**config.mk**
```make
export PLATFORM = sky130hd
export DESIGN_NAME = regfile_mp
export DESIGN_NICKNAME = d
export VERILOG_FILES = /design/src/rtl/regfile_pkg.sv /design/src/rtl/regfile_rdport.sv /design/src/rtl/regfile_mp.sv
export SDC_FILE = /design/constraint.sdc
export NUM_CORES = 2
export LEC_CHECK = 0
export CAP_MARGIN = 20
export CORE_MARGIN = 5
export CORE_UTILIZATION = 43
export DETAILED_ROUTE_END_ITERATION = 16
export SYNTH_ARGS = -nofsm -noshare
export SYNTH_HDL_FRONTEND = slang
export SYNTH_HIERARCHICAL = 1
export SYNTH_SLANG_ARGS = --single-unit
```
**constraint.sdc**
```tcl
create_clock -name reg_clk -period 9.7 [get_ports reg_clk]
set_input_delay 1.94 -clock reg_clk [delete_from_list [all_inputs] [get_ports reg_clk]]
set_output_delay 1.94 -clock reg_clk [all_outputs]
set_load 0.05 [all_outputs]
```
**src/rtl/regfile_pkg.sv**
```systemverilog
// Shared types and helpers for the parametrised multi-port register file.
// The byte-merge helper is used by both the write path and the read bypass.
package regfile_pkg;

    typedef enum logic [1:0] {
        CLR_IDLE,
        CLR_SWEEP,
        CLR_DONE
    } clr_state_t;

    localparam int BYTE_W = 8;

    function automatic int nlanes(input int data_w);
        return data_w / BYTE_W;
    endfunction

    function automatic logic [BYTE_W-1:0] byte_merge(
        input logic [BYTE_W-1:0] old_byte,
        input logic [BYTE_W-1:0] new_byte,
        input logic              lane_en
    );
        return lane_en ? new_byte : old_byte;
    endfunction

endpackage

```
**src/rtl/regfile_rdport.sv**
```systemverilog
// One combinational read lane: block enable, hardwired-zero entry and
// optional write-to-read bypass of the byte-merged write data.
module regfile_rdport
    import regfile_pkg::*;
#(
    parameter int DATA_W   = 32,
    parameter int ADDR_W   = 5,
    parameter int ZERO_REG = 1,
    parameter int BYPASS   = 1
) (
    input  logic              i_ena,
    input  logic [ADDR_W-1:0] i_addr,
    input  logic [DATA_W-1:0] i_stored,
    input  logic              i_wr_qual,
    input  logic [ADDR_W-1:0] i_wr_addr,
    input  logic [DATA_W-1:0] i_merged,
    output logic [DATA_W-1:0] o_data
);

    logic w_zero_hit;
    logic w_bypass_hit;

    assign w_zero_hit   = (ZERO_REG != 0) && (i_addr == '0);
    assign w_bypass_hit = (BYPASS != 0) && i_wr_qual && (i_addr == i_wr_addr);

    always_comb begin
        // NOTE: default assignment first so every path drives o_data and no latch is inferred.
        o_data = i_stored;
        if (w_bypass_hit) begin
            o_data = i_merged;
        end
        if (!i_ena || w_zero_hit) begin
            o_data = '0;
        end
    end

endmodule

```
**src/rtl/regfile_mp.sv**
```systemverilog
// Parametrised register file: NRD async read ports, one byte-enabled write
// port, optional bypass / zero entry, and a soft-clear sweep engine.
module regfile_mp
    import regfile_pkg::*;
#(
    parameter int DATA_W   = 32,
    parameter int ADDR_W   = 5,
    parameter int NRD      = 2,
    parameter int ZERO_REG = 1,
    parameter int BYPASS   = 1
) (
    input  logic                  reg_clk,
    input  logic                  rst,
    input  logic                  reg_ena,
    input  logic                  reg_w,
    input  logic [ADDR_W-1:0]     RdC,
    input  logic [DATA_W-1:0]     Rd_data_in,
    input  logic [DATA_W/8-1:0]   wr_be,
    input  logic [NRD*ADDR_W-1:0] rd_addr,
    output logic [NRD*DATA_W-1:0] rd_data,
    input  logic                  clr_req,
    output logic                  clr_busy,
    output logic                  clr_done,
    output logic                  wr_drop
);

    localparam int DEPTH = 2 ** ADDR_W;
    localparam int NL    = nlanes(DATA_W);

    logic [DATA_W-1:0] r_mem [DEPTH];
    clr_state_t        r_state;
    logic [ADDR_W-1:0] r_cnt;
    logic              r_clr_busy;
    logic              r_clr_done;
    logic              r_wr_drop;

    logic              w_wr_req;
    logic              w_wr_qual;
    logic [DATA_W-1:0] w_wr_old;
    logic [DATA_W-1:0] w_merged;

    assign w_wr_req  = reg_ena && reg_w;
    assign w_wr_qual = w_wr_req && (r_state == CLR_IDLE)
                       && !((ZERO_REG != 0) && (RdC == '0));
    assign w_wr_old  = r_mem[RdC];

    for (genvar i = 0; i < NL; i++) begin : g_lane
        assign w_merged[i*BYTE_W +: BYTE_W] = byte_merge(w_wr_old[i*BYTE_W +: BYTE_W],
                                                         Rd_data_in[i*BYTE_W +: BYTE_W],
                                                         wr_be[i]);
    end

    // NOTE: storage is flops, not a RAM macro, because reset must zero every entry.
    always_ff @(negedge reg_clk) begin
        if (rst) begin
            for (int i = 0; i < DEPTH; i++) begin
                r_mem[i] <= '0;
            end
        end else if (r_state == CLR_SWEEP) begin
            r_mem[r_cnt] <= '0;
        end else if (w_wr_qual) begin
            r_mem[RdC] <= w_merged;
        end
    end

    // Status flags are registered from the state, so they trail it by one edge.
    always_ff @(negedge reg_clk) begin
        // NOTE: non-blocking assignments keep every flop sampling pre-edge values.
        if (rst) begin
            r_state    <= CLR_IDLE;
            r_cnt      <= '0;
            r_clr_busy <= 1'b0;
            r_clr_done <= 1'b0;
            r_wr_drop  <= 1'b0;
        end else begin
            r_clr_busy <= (r_state == CLR_SWEEP);
            r_clr_done <= (r_state == CLR_DONE);
            if (w_wr_req && (r_state != CLR_IDLE)) begin
                r_wr_drop <= 1'b1;
            end
            case (r_state)
                CLR_IDLE: begin
                    if (clr_req) begin
                        r_state <= CLR_SWEEP;
                        r_cnt   <= '0;
                    end
                end
                CLR_SWEEP: begin
                    r_cnt <= r_cnt + 1'b1;
                    if (r_cnt == ADDR_W'(DEPTH - 1)) begin
                        r_state <= CLR_DONE;
                    end
                end
                CLR_DONE: r_state <= CLR_IDLE;
                default:  r_state <= CLR_IDLE;
            endcase
        end
    end

    assign clr_busy = r_clr_busy;
    assign clr_done = r_clr_done;
    assign wr_drop  = r_wr_drop;

    for (genvar k = 0; k < NRD; k++) begin : g_rd
        logic [ADDR_W-1:0] w_addr;
        assign w_addr = rd_addr[k*ADDR_W +: ADDR_W];

        regfile_rdport #(
            .DATA_W   (DATA_W),
            .ADDR_W   (ADDR_W),
            .ZERO_REG (ZERO_REG),
            .BYPASS   (BYPASS)
        ) u_rdport (
            .i_ena     (reg_ena),
            .i_addr    (w_addr),
            .i_stored  (r_mem[w_addr]),
            .i_wr_qual (w_wr_qual),
            .i_wr_addr (RdC),
            .i_merged  (w_merged),
            .o_data    (rd_data[k*DATA_W +: DATA_W])
        );
    end

endmodule
```
==> reports/qor.yml <==
status: "complete, but fails checks"
violations: "negative setup slack"
cap_violations: 0
drv_slew: 0
grt_pass1_vias: 56600
io_buffers: 122
grt_start_max_net_pins: 116
start_util_pct: 43.2
die-height_um: 398
wl_mm: 292
drtIter0Drc: 9744
setup_viol: 40
drc_errors: 0
clk_latency_ps: 790
syn_area_per_cell_um2: 13.9
synth-seq-cells: 1034
dp.cells: 6664
cts.sinks: 1034
ant_nets: 0
p_per_area_mw_per_mm2: 173
avgViaCountPerCell: 7.04
synthArstFlopShare_pct: 0
drtPass1Iterations: 9
area_growth_pct: 25.5
cpPeakStageDelay_ps: 520
crit_buf_inv: 1
gp_congestion: 0.959
syn_inst: 4654
synth_edf_count: 1024
syn_area_mm2: 0.0646
maxSlewHeadroom_pct: 17.5
endpoint_kind: "primary output"
tightest_slew_ps: 1240
row_count: 142
numCtsBuffers: 120
grt_setup_unrepaired: "yes"
yosysSeqAreaShare_pct: 47.9
fillCellCount: 12600
htree_levels: 3
coreArea_mm2: 0.150
path_max_fanout: 3
cpMostUsedCell: "mux4_2"
layout.cells.non_filler: 8007
dp_hpwl_mm: 175
synthFlopType: "edfxtp_1"
start_kind: "flip-flop"
peakVddDrop_v: 0.000168
p_leak_uw: 0.0317
cts_tree: "yes"
cp.arrival_ps: 7940
hold_viol: 0
totalPowerFinal_uw: 14100
die_w_um: 398
grt_remaining_overflow: 0
cts-root-buf: "clkbuf_16"
clock_path_buffers: 3
grt.total_usage_pct: 35.9
synth_top_area_cell: "edfxtp_1"
antenna_found_initial: 4
drive_gt1_share_pct: 33.1
grt_pass1_wl_mm: 400
netlist_top_cells_area: "edfxtp_1 (48%), mux4_2 (25%), a21oi_1 (5.9%)"
num_vias: 56300
fin_skew_ps: 77.8
yosysWarningCount: 6
worstSetupPathType: "reg2out"
clk_pin_slew_worst_paths_ps: 40
io-pin-count: 123
slowest_stage: "mux4_2"
avgRoutedWirePerCell_um: 36.5
ys_types: 71
required_ps: 7760
finalWorstSetupSlack_ps: -180
die_area_mm2: 0.158
synth_top_area_share_pct: 47.6
path_cells: "mux4_2, mux4_2, mux2_2, nand2_1, o21ai_1, buf_4"
hold_path.class: "reg2reg"
nets: 5938
path_delay_family: "multiplexers"
-- final timing paths --
path	startpoint	end	slack, ps	cells after the start
worst min-delay path	wr_drop	wr_drop	520	2
worst max register to register	r_state[1]	r_mem[27][3]	6830	8
worst max-delay path	r_mem[30][18]	rd_data[18]	-180	6
worst min register to register	wr_drop	wr_drop	520	2
-- tightest hold or removal path, delay by kind of cell, from the launching register on --
family                 cells  cell delay (ps)
buffers and inverters      1               70
DFF                        1              340
AOI/OAI and AO/OA          1               60
-- area by class of cell --
class | instances | area [um^2] | share of cell area (%)
timing repair buffer | 609 | 7020 | 8.65
inverter | 13 | 58.8 | 0.0725
multi-input combinational | 3068 | 32500 | 40.1
antenna | 6 | 15.0 | 0.0185
clock buffer | 121 | 3030 | 3.73
clock inverter | 1140 | 5020 | 6.18
sequential | 1034 | 30900 | 38.2
tap | 2016 | 2520 | 3.11
-- per-stage QoR --
step | worst slack [ps] | hold WS [ps] | instance area, um^2 | utilization, % | TNS (ps)
2_1_floorplan | 154 | 552 | 64800 | - | 0
3_3_place_gp | 25.8 | 484 | 71000 | 47.5 | 0
3_5_place_dp | 36.2 | 490 | 71000 | 47.5 | 0
4_1_cts | -119 | 504 | 80400 | 53.7 | -1440
5_1_grt | -259 | 525 | 81100 | 54.2 | -4000
6_report | -180 | 521 | 81100 | 54.2 | -2210
-- cells in the final DEF, fill, tap and decap left out, types with 29 or more instances in the layout --
cell                n
mux4_2            728
mux2_4             29
a21oi_1           755
nand2_2            40
nor3_1             93
nand2_4            39
conb_1             32
buf_4             335
clkinvlp_2         32
mux2i_1           222
o22ai_1            81
o21ai_1            51
buf_6              56
inv_1            1063
a22oi_1            55
edfxtp_1         1024
nand4_1            64
mux2_2            151
o211ai_1           33
o21ai_2            29
nor2_1            211
nand2_1           120
clkdlybuf4s50_1    43
clkbuf_16         122
buf_12            151
-- power breakdown --
| part | internal (uW) | switching, uW |
|---|---|---|
| sequential | 5100 | 122 |
| clock | 3390 | 3270 |
| combinational | 914 | 1270 |
| total | 9400 | 4660 |
-- cells by family (layout without fill, tap and decap cells) --
kind of cell,after synthesis,after routing,share of synthesized area [%]
xor gates and xnor gates,10,10,0.135
AOI/OAI and AO/OA,1179,1179,10.4
adders and majority gates,2,2,0.0387
muxes,1132,1132,32.0
and+or+nand+nor,713,713,5.28
buffers and inverters,583,1883,4.33
other,1,38,0.00580
DFF,1034,1034,47.9
-- Yosys cell counts, types with 38 or more instances --
library cell / n
a21oi_1: 757
a22oi_1: 67
buf_2: 192
buf_4: 38
clkbuf_1: 285
edfxtp_1: 1024
mux2_2: 180
mux2i_1: 222
mux4_2: 728
nand2_1: 198
nand4_1: 64
nor2_1: 214
nor3_1: 93
o21ai_1: 79
o22ai_1: 96
-- registers in the layout (all words and copies together) (netlist names) --
name,flops
r_mem,1024
r_cnt,5
r_state,2
clr_busy,1
clr_done,1
wr_drop,1
-- metal layers --
layer,up-vias,GRT usage (%),share of wire [%]
met5,-,0.585,0.051
li1,21600,-,-
met1,28000,44.3,33
met2,5618,50.4,43
met3,1156,17.7,18
met4,4,22.3,6.7
-- what timing repair did --
action	4_1_cts	5_1_grt
setup buffers	40	33
endpoints found under the setup margin	64	64
resized for setup	203	111
hold buffers	0	0
pin swaps	43	68
gates cloned	6	1
(Power assumes the default switching activity.)
